`config.mk`:
```
export PLATFORM = sky130hd
export DESIGN_NAME = cpu_clock_controller_flat
export DESIGN_NICKNAME = d
export VERILOG_FILES = /design/src/rtl/cpu_clock_controller_if.sv /design/src/rtl/cpu_clock_controller.sv /design/src/flat_wrapper.sv
export SDC_FILE = /design/constraint.sdc
export NUM_CORES = 1
export LEC_CHECK = 0
export BUFFER_PORTS_ARGS = -buffer_cell sky130_fd_sc_hd__buf_2
export CORE_MARGIN = 3
export CORE_UTILIZATION = 46
export DETAILED_ROUTE_END_ITERATION = 8
export PLACE_DENSITY = 0.72
export SLEW_MARGIN = 20
export SYNTH_ARGS = -nofsm -noshare
export SYNTH_HDL_FRONTEND = slang
export SYNTH_SLANG_ARGS = --single-unit
```
`constraint.sdc`:
```
create_clock -name clk -period 5.4 [get_ports clk]
set_input_delay 0.27 -clock clk [delete_from_list [all_inputs] [get_ports clk]]
set_output_delay 0.27 -clock clk [all_outputs]
set_load 0.02 [all_outputs]
```
`src/rtl/cpu_clock_controller_if.sv`:
```
// Board/CPU-facing signal bundle for the CPU clock controller.
// master: the side driving switches/buttons/halt (board or bench).
// slave:  the controller itself.
interface cpu_clock_controller_if #(
  parameter int RATE_W = 4
);
  logic              run_sw;
  logic              step_btn;
  logic [RATE_W-1:0] rate_sel;
  logic              cpu_halt;
  logic              cpu_tick;
  logic              clk_led;
  logic              running;
  logic              halted;

  modport master (
    output run_sw, step_btn, rate_sel, cpu_halt,
    input  cpu_tick, clk_led, running, halted
  );

  modport slave (
    input  run_sw, step_btn, rate_sel, cpu_halt,
    output cpu_tick, clk_led, running, halted
  );
endinterface

```
`src/rtl/cpu_clock_controller.sv`:
```
// CPU clock-enable generator: free-run at BASE_PERIOD << rate_sel, or
// manual single-step from a debounced button; cpu_halt freezes until rst.
module cpu_clock_controller #(
  parameter int DEBOUNCE_CYCLES = 500_000,
  parameter int BASE_PERIOD     = 1000,
  parameter int RATE_W          = 4
) (
  input logic                  clk,
  input logic                  rst,
  cpu_clock_controller_if.slave bus
);
  // Counter sized for the slowest rate so no rate_sel can overflow it.
  localparam int CNT_W = $clog2(BASE_PERIOD << (2**RATE_W - 1));
  localparam int DB_W  = (DEBOUNCE_CYCLES > 1) ? $clog2(DEBOUNCE_CYCLES) : 1;
  localparam logic [DB_W-1:0] DB_MAX = DB_W'(DEBOUNCE_CYCLES - 1);

  // Lane 0 = run_sw, lane 1 = step_btn.
  logic [1:0]            raw;
  logic [1:0]            sync1, sync2, db;
  logic [1:0][DB_W-1:0]  db_cnt;
  logic                  step_db_q, step_edge;

  typedef enum logic [1:0] {S_MANUAL, S_RUN, S_HALT} state_t;
  state_t               state;
  logic [CNT_W-1:0]     cnt;
  logic [CNT_W:0]       period_m1;
  logic                 tick_q, led_q, running_q, halted_q;

  assign raw = {bus.step_btn, bus.run_sw};

  // Synchronise each async input, then accept a new level only after it
  // has differed from the debounced value for DEBOUNCE_CYCLES cycles.
  always_ff @(posedge clk) begin
    if (rst) begin
      sync1  <= '0;
      sync2  <= '0;
      db     <= '0;
      db_cnt <= '0;
    end else begin
      sync1 <= raw;
      sync2 <= sync1;
      for (int i = 0; i < 2; i++) begin
        if (sync2[i] == db[i]) begin
          db_cnt[i] <= '0;
        end else if (db_cnt[i] == DB_MAX) begin
          db[i]     <= sync2[i];
          db_cnt[i] <= '0;
        end else begin
          db_cnt[i] <= db_cnt[i] + DB_W'(1);
        end
      end
    end
  end

  // One registered step request per debounced rising edge of the button.
  always_ff @(posedge clk) begin
    if (rst) begin
      step_db_q <= 1'b0;
      step_edge <= 1'b0;
    end else begin
      step_db_q <= db[1];
      step_edge <= db[1] & ~step_db_q;
    end
  end

  // Rate change takes effect immediately; >= lets an overshot count fire next cycle.
  always_comb period_m1 = ((CNT_W+1)'(BASE_PERIOD) << bus.rate_sel) - (CNT_W+1)'(1);

  // Mode FSM with registered outputs; halt outranks any pending tick.
  always_ff @(posedge clk) begin
    if (rst) begin
      state     <= S_MANUAL;
      cnt       <= '0;
      tick_q    <= 1'b0;
      led_q     <= 1'b0;
      running_q <= 1'b0;
      halted_q  <= 1'b0;
    end else begin
      led_q  <= led_q ^ tick_q;
      tick_q <= 1'b0;
      if (bus.cpu_halt) begin
        state     <= S_HALT;
        cnt       <= '0;
        running_q <= 1'b0;
        halted_q  <= 1'b1;
      end else begin
        case (state)
          S_MANUAL: begin
            tick_q <= step_edge;
            if (db[0]) begin
              state     <= S_RUN;
              running_q <= 1'b1;
              cnt       <= '0;
            end
          end
          S_RUN: begin
            if (!db[0]) begin
              state     <= S_MANUAL;
              running_q <= 1'b0;
              cnt       <= '0;
            end else if ({1'b0, cnt} >= period_m1) begin
              tick_q <= 1'b1;
              cnt    <= '0;
            end else begin
              cnt <= cnt + CNT_W'(1);
            end
          end
          S_HALT: ;
          default: state <= S_MANUAL;
        endcase
      end
    end
  end

  assign bus.cpu_tick = tick_q;
  assign bus.clk_led  = led_q;
  assign bus.running  = running_q;
  assign bus.halted   = halted_q;
endmodule

```
`src/flat_wrapper.sv`:
```
// flat-port wrapper written by rule: the top's interface ports become plain ports
module cpu_clock_controller_flat 
#(
  parameter int DEBOUNCE_CYCLES = 500_000,
  parameter int BASE_PERIOD     = 1000,
  parameter int RATE_W          = 4
)
  (clk, rst, bus_run_sw, bus_step_btn, bus_rate_sel, bus_cpu_halt, bus_cpu_tick, bus_clk_led, bus_running, bus_halted);
  cpu_clock_controller_if #(.RATE_W(RATE_W)) bus_i ();
  input logic clk;
  input logic rst;
  input wire logic [$bits(bus_i.run_sw)-1:0] bus_run_sw;
  input wire logic [$bits(bus_i.step_btn)-1:0] bus_step_btn;
  input wire logic [$bits(bus_i.rate_sel)-1:0] bus_rate_sel;
  input wire logic [$bits(bus_i.cpu_halt)-1:0] bus_cpu_halt;
  output wire logic [$bits(bus_i.cpu_tick)-1:0] bus_cpu_tick;
  output wire logic [$bits(bus_i.clk_led)-1:0] bus_clk_led;
  output wire logic [$bits(bus_i.running)-1:0] bus_running;
  output wire logic [$bits(bus_i.halted)-1:0] bus_halted;
  assign bus_i.run_sw = bus_run_sw;
  assign bus_i.step_btn = bus_step_btn;
  assign bus_i.rate_sel = bus_rate_sel;
  assign bus_i.cpu_halt = bus_cpu_halt;
  assign bus_cpu_tick = bus_i.cpu_tick;
  assign bus_clk_led = bus_i.clk_led;
  assign bus_running = bus_i.running;
  assign bus_halted = bus_i.halted;
  cpu_clock_controller #(.DEBOUNCE_CYCLES(DEBOUNCE_CYCLES), .BASE_PERIOD(BASE_PERIOD), .RATE_W(RATE_W)) u_core (.clk(clk), .rst(rst), .bus(bus_i));
endmodule
```
==> results of run 1 <==
report_power, final:
part | leakage (nW) | internal (mW) | switching (mW) | total [mW]
registers | 0.622 | 0.570 | 0.00206 | 0.572
logic | 0.944 | 0.0199 | 0.0364 | 0.0563
clock network | 0.121 | 0.319 | 0.199 | 0.519
total | 1.69 | 0.910 | 0.238 | 1.15
metal layers:
metal,up-vias,share of wire (%),GRT usage [%],routed length (um)
met5,-,0,0,0
met4,0,1.3,7.57,105
met3,9,4.3,2.70,342
met2,72,44,25.4,3500
met1,1543,50,22.0,3980
li1,1781,-,-,-
cell usage after synthesis, types with 13 or more instances:
| library cell | instances |
|---|---|
| dfxtp_1 | 77 |
| nor2_1 | 76 |
| nand2_1 | 45 |
| a21oi_1 | 30 |
| nand3_1 | 27 |
| ha_1 | 26 |
| xnor2_1 | 23 |
| xor2_1 | 21 |
| a31oi_1 | 16 |
| nand4_1 | 15 |
| inv_1 | 14 |
| o21ai_0 | 13 |
per-stage QoR:
| step | power, mW | std cells | worst slack, ns |
|---|---|---|---|
| 2_1_floorplan | 0.629 | 500 | 2.19 |
| 3_3_place_gp | 0.639 | 597 | 2.04 |
| 3_5_place_dp | 0.641 | 597 | 1.88 |
| 4_1_cts | 1.16 | 613 | 2.23 |
| 5_1_grt | 1.19 | 613 | 1.98 |
| 6_report | 1.15 | 613 | 2.15 |
worst reg2reg max path: cells and delay by family (launching register included):
family / cells / cell delay [ns]
and+or+nand+nor: 3 / 1.00
AOI/OAI and AO/OA: 3 / 0.60
DFF: 1 / 0.37
adders and majority gates: 1 / 0.34
cell families after synthesis:
group / share of synthesized area (%)
DFF: 37.2
buffers and inverters: 4.32
muxes: 0.725
AOI/OAI and AO/OA: 12.8
xor gates and xnor gates: 9.30
adders and majority gates: 7.85
and+or+nand+nor: 27.8
state kept, by name, summed over array words and instances, names as in the netlist:
| name | count |
|---|---|
| u_core.db | 2 |
| u_core.sync1 | 2 |
| u_core.step_edge | 1 |
| u_core.bus.running | 1 |
| u_core.sync2 | 2 |
| u_core.state | 2 |
| u_core.cnt | 25 |
| u_core.bus.clk_led | 1 |
| u_core.bus.cpu_tick | 1 |
| u_core.bus.halted | 1 |
| u_core.step_db_q | 1 |
| u_core.db_cnt | 38 |
path summary, 6_finish.rpt:
path	start	to	slack [ns]	depth (start not counted)
worst max-delay path	bus_rate_sel[2]	u_core.cnt[12]	2.15	17
worst min-delay path	bus_step_btn	u_core.sync1[1]	0.14	2
worst min register to register	u_core.step_db_q	u_core.step_edge	0.40	1
worst max register to register	u_core.cnt[21]	u_core.cnt[12]	2.99	7
final cells by class:
type                       instances  area (um^2)
clock inverter                     4         95.1
clock buffer                      12          145
fill                             766         4020
inverter                          14         52.6
multi-input combinational        389         2420
timing repair buffer              12         60.1
tap                              105          131
sequential                        77         1540
==> impl_metrics.ini, run 1 <==
[clock_network]
postCtsResizedCells = 0
clock_latency_ns = 0.34
cts_buffer_depth = 2
post_cts_buffers = 0
cts.sinks = 77
cts_tree = yes
cts_buffers = 9
root_buffer = clkbuf_8
htreeDepth = 3
clkTransAtPathRegs_ns = 0.07
ctsHoldBuffers = 0

[setup_path]
arrival_ns = 3.48
cp-start-kind = input port
worstPathRequired_ns = 5.64
setup.worst_path.end_class = flip-flop
worstPathCellList = buf_2 -> nor2_1 -> nand2_1 -> ha_1 -> nand2_1 -> nor2_1 -> a21oi_1 -> nand2_1 -> nand2_1 -> o21ai_0 -> ha_1 -> nand4_1 -> or4_1 -> a31o_1 -> and3_4 -> a21o_1 -> a22o_1
worst_path_dominant_cell_family = simple AND/OR/NAND/NOR gates
slowest_stage = or4_1
timing.critical_path.mode_cell = nand2_1
crit_path_max_incr_delay_ns = 0.40
worst-path-buf-inv = 1
worst-setup-path-type = in -> reg
crit_fanout = 39

[sta]
rsz0062_at_grt = false
hold_violations = 0
worstMarginPinSlew_ns = 0.634
clock.fmax_ghz = 0.308
setup_violations = 0
fin_crit_ns = 3.25
finalCritPeriodShare_pct = 60.2
fin_skew_ns = 0.00765
slew_violations = 0
final.setup.tns_ns = 0
hold_slack_ns = 0.136
slew_headroom_pct = 57.7

[synthesis]
netlist_instances = 500
syn_nets = 535
ys_warn_count = 0
synth_area_leaders = dfxtp_1 37%, ha_1 7.9%, nor2_1 6.9%, xnor2_1 4.9%, xor2_1 4.4%
ys_async_sr_fraction_pct = 0
synth_edf_count = 0
netlist_area_um2 = 4140
synth_top_area_share_pct = 37.2
yosysTopAreaCell = dfxtp_1
postSynthAreaPerCell_um2 = 8.29
synth-seq-area-share_pct = 37.2
yosys.cell_types.count = 48
synth_ff_type = dfxtp_1
ys_ff_latch = 77

[die]
io_pins = 13
die_area_um2 = 10200
die_h_um = 101
num_rows = 33
core_um2 = 8460
start_util_pct = 49.0
die_width_um = 101

[route]
wl_um = 7930
ant_nets = 0
routed_via_density = 5.55
vias = 3405
drt_first_pass_iters = 4
wl_per_cell_um = 12.9
drt_iter0_drc = 153
post-route-drc-count = 0

[placed_design]
place_area_um2 = 4210
io_buffer_count = 12
dp_hpwl_um = 5730
gp_congestion = 0.926

[final_layout]
drive_gt1_share_pct = 5.91
final_nets = 538
fin_area_um2 = 4450
syn_to_final_growth_pct = 7.37
final_cell_mix = 77 x dfxtp_1, 76 x nor2_1, 45 x nand2_1
layout_commonest_cell = dfxtp_1
final_core_util_pct = 52.6
n_antenna_cell = 0

[power_and_ir_drop]
worst_ir_drop_vdd_mv = 0.193
p_leak_nw = 1.69
powerDensity_nw_per_um2 = 258

[global_routing]
grt_pass1_wl_um = 13600
first_global_vias = 3097
overflow = 0
grtUsageTotal_pct = 16.3
grt_max_degree = 40
antenna_found_initial = 0

[flow_run]
cap_violations = 0

[run_status]
status = completed

[min_path]
hp-class = in -> reg
No activity file was read; power rests on OpenSTA's default activity.
==> run 2, diff against run 1 <==
ABC_AREA = 1   (was not set)
PLACE_DENSITY = 0.74   (was 0.72)
clock period = 2.9 ns   (was 5.4 ns; I/O delays follow)
==> run 2 against run 1 <==
Against the previous run:
- area after synthesis grew 16%
- die area grew 15%
- hold slack lost 0.085 ns
- setup slack lost 1.8 ns
- count of clock-buffer cells in the layout is the same
- non-clock buffer count grew 5
- critical path type unchanged
- cell count grew 46%
- combinational power grew 110%
- register-to-register slack lost 2.2 ns
==> impl_metrics.ini, run 2 <==
[run_status]
status = completed

[final_layout]
drive_gt1_share_pct = 8.03
largest_register = u_core.db_cnt
final_cell_mix = 172 x nand2_1, 132 x nor2_1, 77 x inv_1, 77 x dfxtp_1, 61 x nand3_1
largest_reg_flops = 38
syn_to_final_growth_pct = 9.16
fin_area_um2 = 5250
reg_top3 = u_core.db_cnt x38, u_core.cnt x25
layout_commonest_cell = nand2_1
n_antenna_cell = 0
final_nets = 791
fin_cells = 893

[clock_network]
cts_buffer_depth = 2
cts_tree = yes
cts_buffers = 9
root_buffer = clkbuf_8
htreeDepth = 3
clkTransAtPathRegs_ns = 0.08
cts.sinks = 77
postCtsResizedCells = 0
post_cts_buffers = 0
clock_latency_ns = 0.35

[synthesis]
synth_common_cells = 172 x nand2_1, 132 x nor2_1, 77 x dfxtp_1, 77 x inv_1, 61 x nand3_1
synth_xor_area_share_pct = 3.83
synth_ff_type = dfxtp_1
yosys.area_share.adder_pct = 6.77
ys_warn_count = 0
ys_async_sr_fraction_pct = 0
yosys.cell_types.count = 37
synth-seq-area-share_pct = 32.1
yosysTopAreaCell = dfxtp_1
syn_nets = 775
synth.most_common_cell = nand2_1
netlist_area_um2 = 4810
netlist_instances = 740
synth_top_area_share_pct = 32.1
synth-simple-area-share_pct = 40.4
ys_ff_latch = 77
synth_top_family_by_area = simple AND/OR/NAND/NOR gates
synth_edf_count = 0
synth_compound_area_share_pct = 9.37
synth_mux_area_share_pct = 0
synth_area_leaders = dfxtp_1 32%, nand2_1 13%, nor2_1 10%, ha_1 6.8%, nand3_1 6.3%
postSynthAreaPerCell_um2 = 6.50

[setup_path]
worst-setup-path-type = in -> reg
setup.worst_path.end_class = flip-flop
crit_path_max_incr_delay_ns = 0.29
cp-start-kind = input port
worstPathCellList = buf_2 -> nor2_1 -> inv_1 -> nor2_1 -> inv_1 -> nor2_1 -> inv_1 -> ha_1 -> nand2_1 -> nor2_1 -> xor2_1 -> ha_1 -> nand2_1 -> nor2_1 -> nand4_1 -> nor2_1 -> nand2_2 -> buf_4 -> nand3_1 -> a21oi_1
arrival_ns = 2.81
slowest_stage = ha_1
timing.critical_path.mode_cell = nor2_1
worstPathRequired_ns = 3.13
crit_fanout = 15

[route]
ant_nets = 0
wl_um = 11100
vias = 4697
routed_via_density = 5.26
drt_first_pass_iters = 5
wl_per_cell_um = 12.4
post-route-drc-count = 0
drt_iter0_drc = 288

[sta]
finalCritPeriodShare_pct = 89.1
rsz0062_at_grt = false
fin_skew_ns = 0.00736
fin_crit_ns = 2.58
setup_violations = 0
final.setup.tns_ns = 0
worstMarginPinSlew_ns = 0.775
hold_violations = 0
clock.fmax_ghz = 0.387
slew_violations = 0
slew_headroom_pct = 48.3

[die]
num_rows = 36
die_width_um = 108
io_pins = 13
start_util_pct = 48.3
die_h_um = 108
die_area_um2 = 11700
core_um2 = 9950

[global_routing]
grtUsageTotal_pct = 20.1
first_global_vias = 4377
overflow = 0
grt_pass1_wl_um = 19100
antenna_found_initial = 0
grt_max_degree = 24

[placed_design]
dpl.cell_count = 876
dp_hpwl_um = 8400
gp_congestion = 0.906
place_area_um2 = 5000
io_buffer_count = 12

[power_and_ir_drop]
worst_ir_drop_vdd_mv = 0.392
p_leak_nw = 1.96
powerDensity_nw_per_um2 = 403

[min_path]
hp-class = in -> reg

[flow_run]
cap_violations = 0
-- run 2: per-stage QoR --
step | power, mW | hold WS, ns | utilization (%) | setup WS [ns]
floorplan | 1.18 | 0.252 | - | 0.346
global placement | 1.20 | 0.346 | 50.2 | 0.179
detailed placement | 1.21 | 0.354 | 50.2 | 0.0251
CTS | 2.14 | 0.0348 | 52.7 | 0.400
global route | 2.21 | 0.0668 | 52.7 | 0.108
finish | 2.12 | 0.0508 | 52.7 | 0.316
-- run 2: power breakdown --
part / switching (mW) / leakage, nW / internal, mW
Combinational: 0.0808 / 1.22 / 0.0397
Sequential: 0.00333 / 0.622 / 1.06
Clock: 0.381 / 0.115 / 0.551
-- run 2: worst max-delay path, delay by kind of cell --
kind,cells,cell delay [ns]
AO/OA/AOI/OAI,1,0.11
buffers and inverters,5,0.57
adder cells (fa/ha/maj),2,0.56
AND/OR/NAND/NOR,11,1.29
XOR/XNOR,1,0.15
-- run 2: cell type report --
class | instances | area, um^2
tap | 133 | 166
clock inverter | 3 | 67.6
sequential | 77 | 1540
timing repair buffer | 17 | 103
clock buffer | 12 | 165
fill | 999 | 4710
inverter | 81 | 304
multi-input combinational | 570 | 2900
-- run 2: logic make-up after synthesis --
logic type | after synthesis
AOI/OAI and AO/OA | 82
DFF | 77
adders and majority gates | 26
buffers and inverters | 93
xor gates and xnor gates | 21
and+or+nand+nor | 441
-- run 2: layer usage --
layer	up-vias	GRT usage (%)	wire, um
met2	113	34.5	5270
met4	0	8.30	236
met5	-	0	0
met1	2132	24.8	5070
met3	20	3.70	511
li1	2432	-	-
-- run 2: final timing paths --
path | startpoint | end | slack, ns | depth (start not counted)
max reg2reg | u_core.db_cnt[0] | u_core.db_cnt[17] | 0.84 | 10
min | bus_cpu_halt | u_core.bus.halted | 0.05 | 3
min reg2reg | u_core.step_db_q | u_core.step_edge | 0.41 | 1
max | bus_rate_sel[0] | u_core.cnt[13] | 0.32 | 20
-- run 2: what timing repair did --
action	CTS	global route
hold buffers	2	0
setup endpoints to repair	0	0
endpoints found under the hold margin	2	0
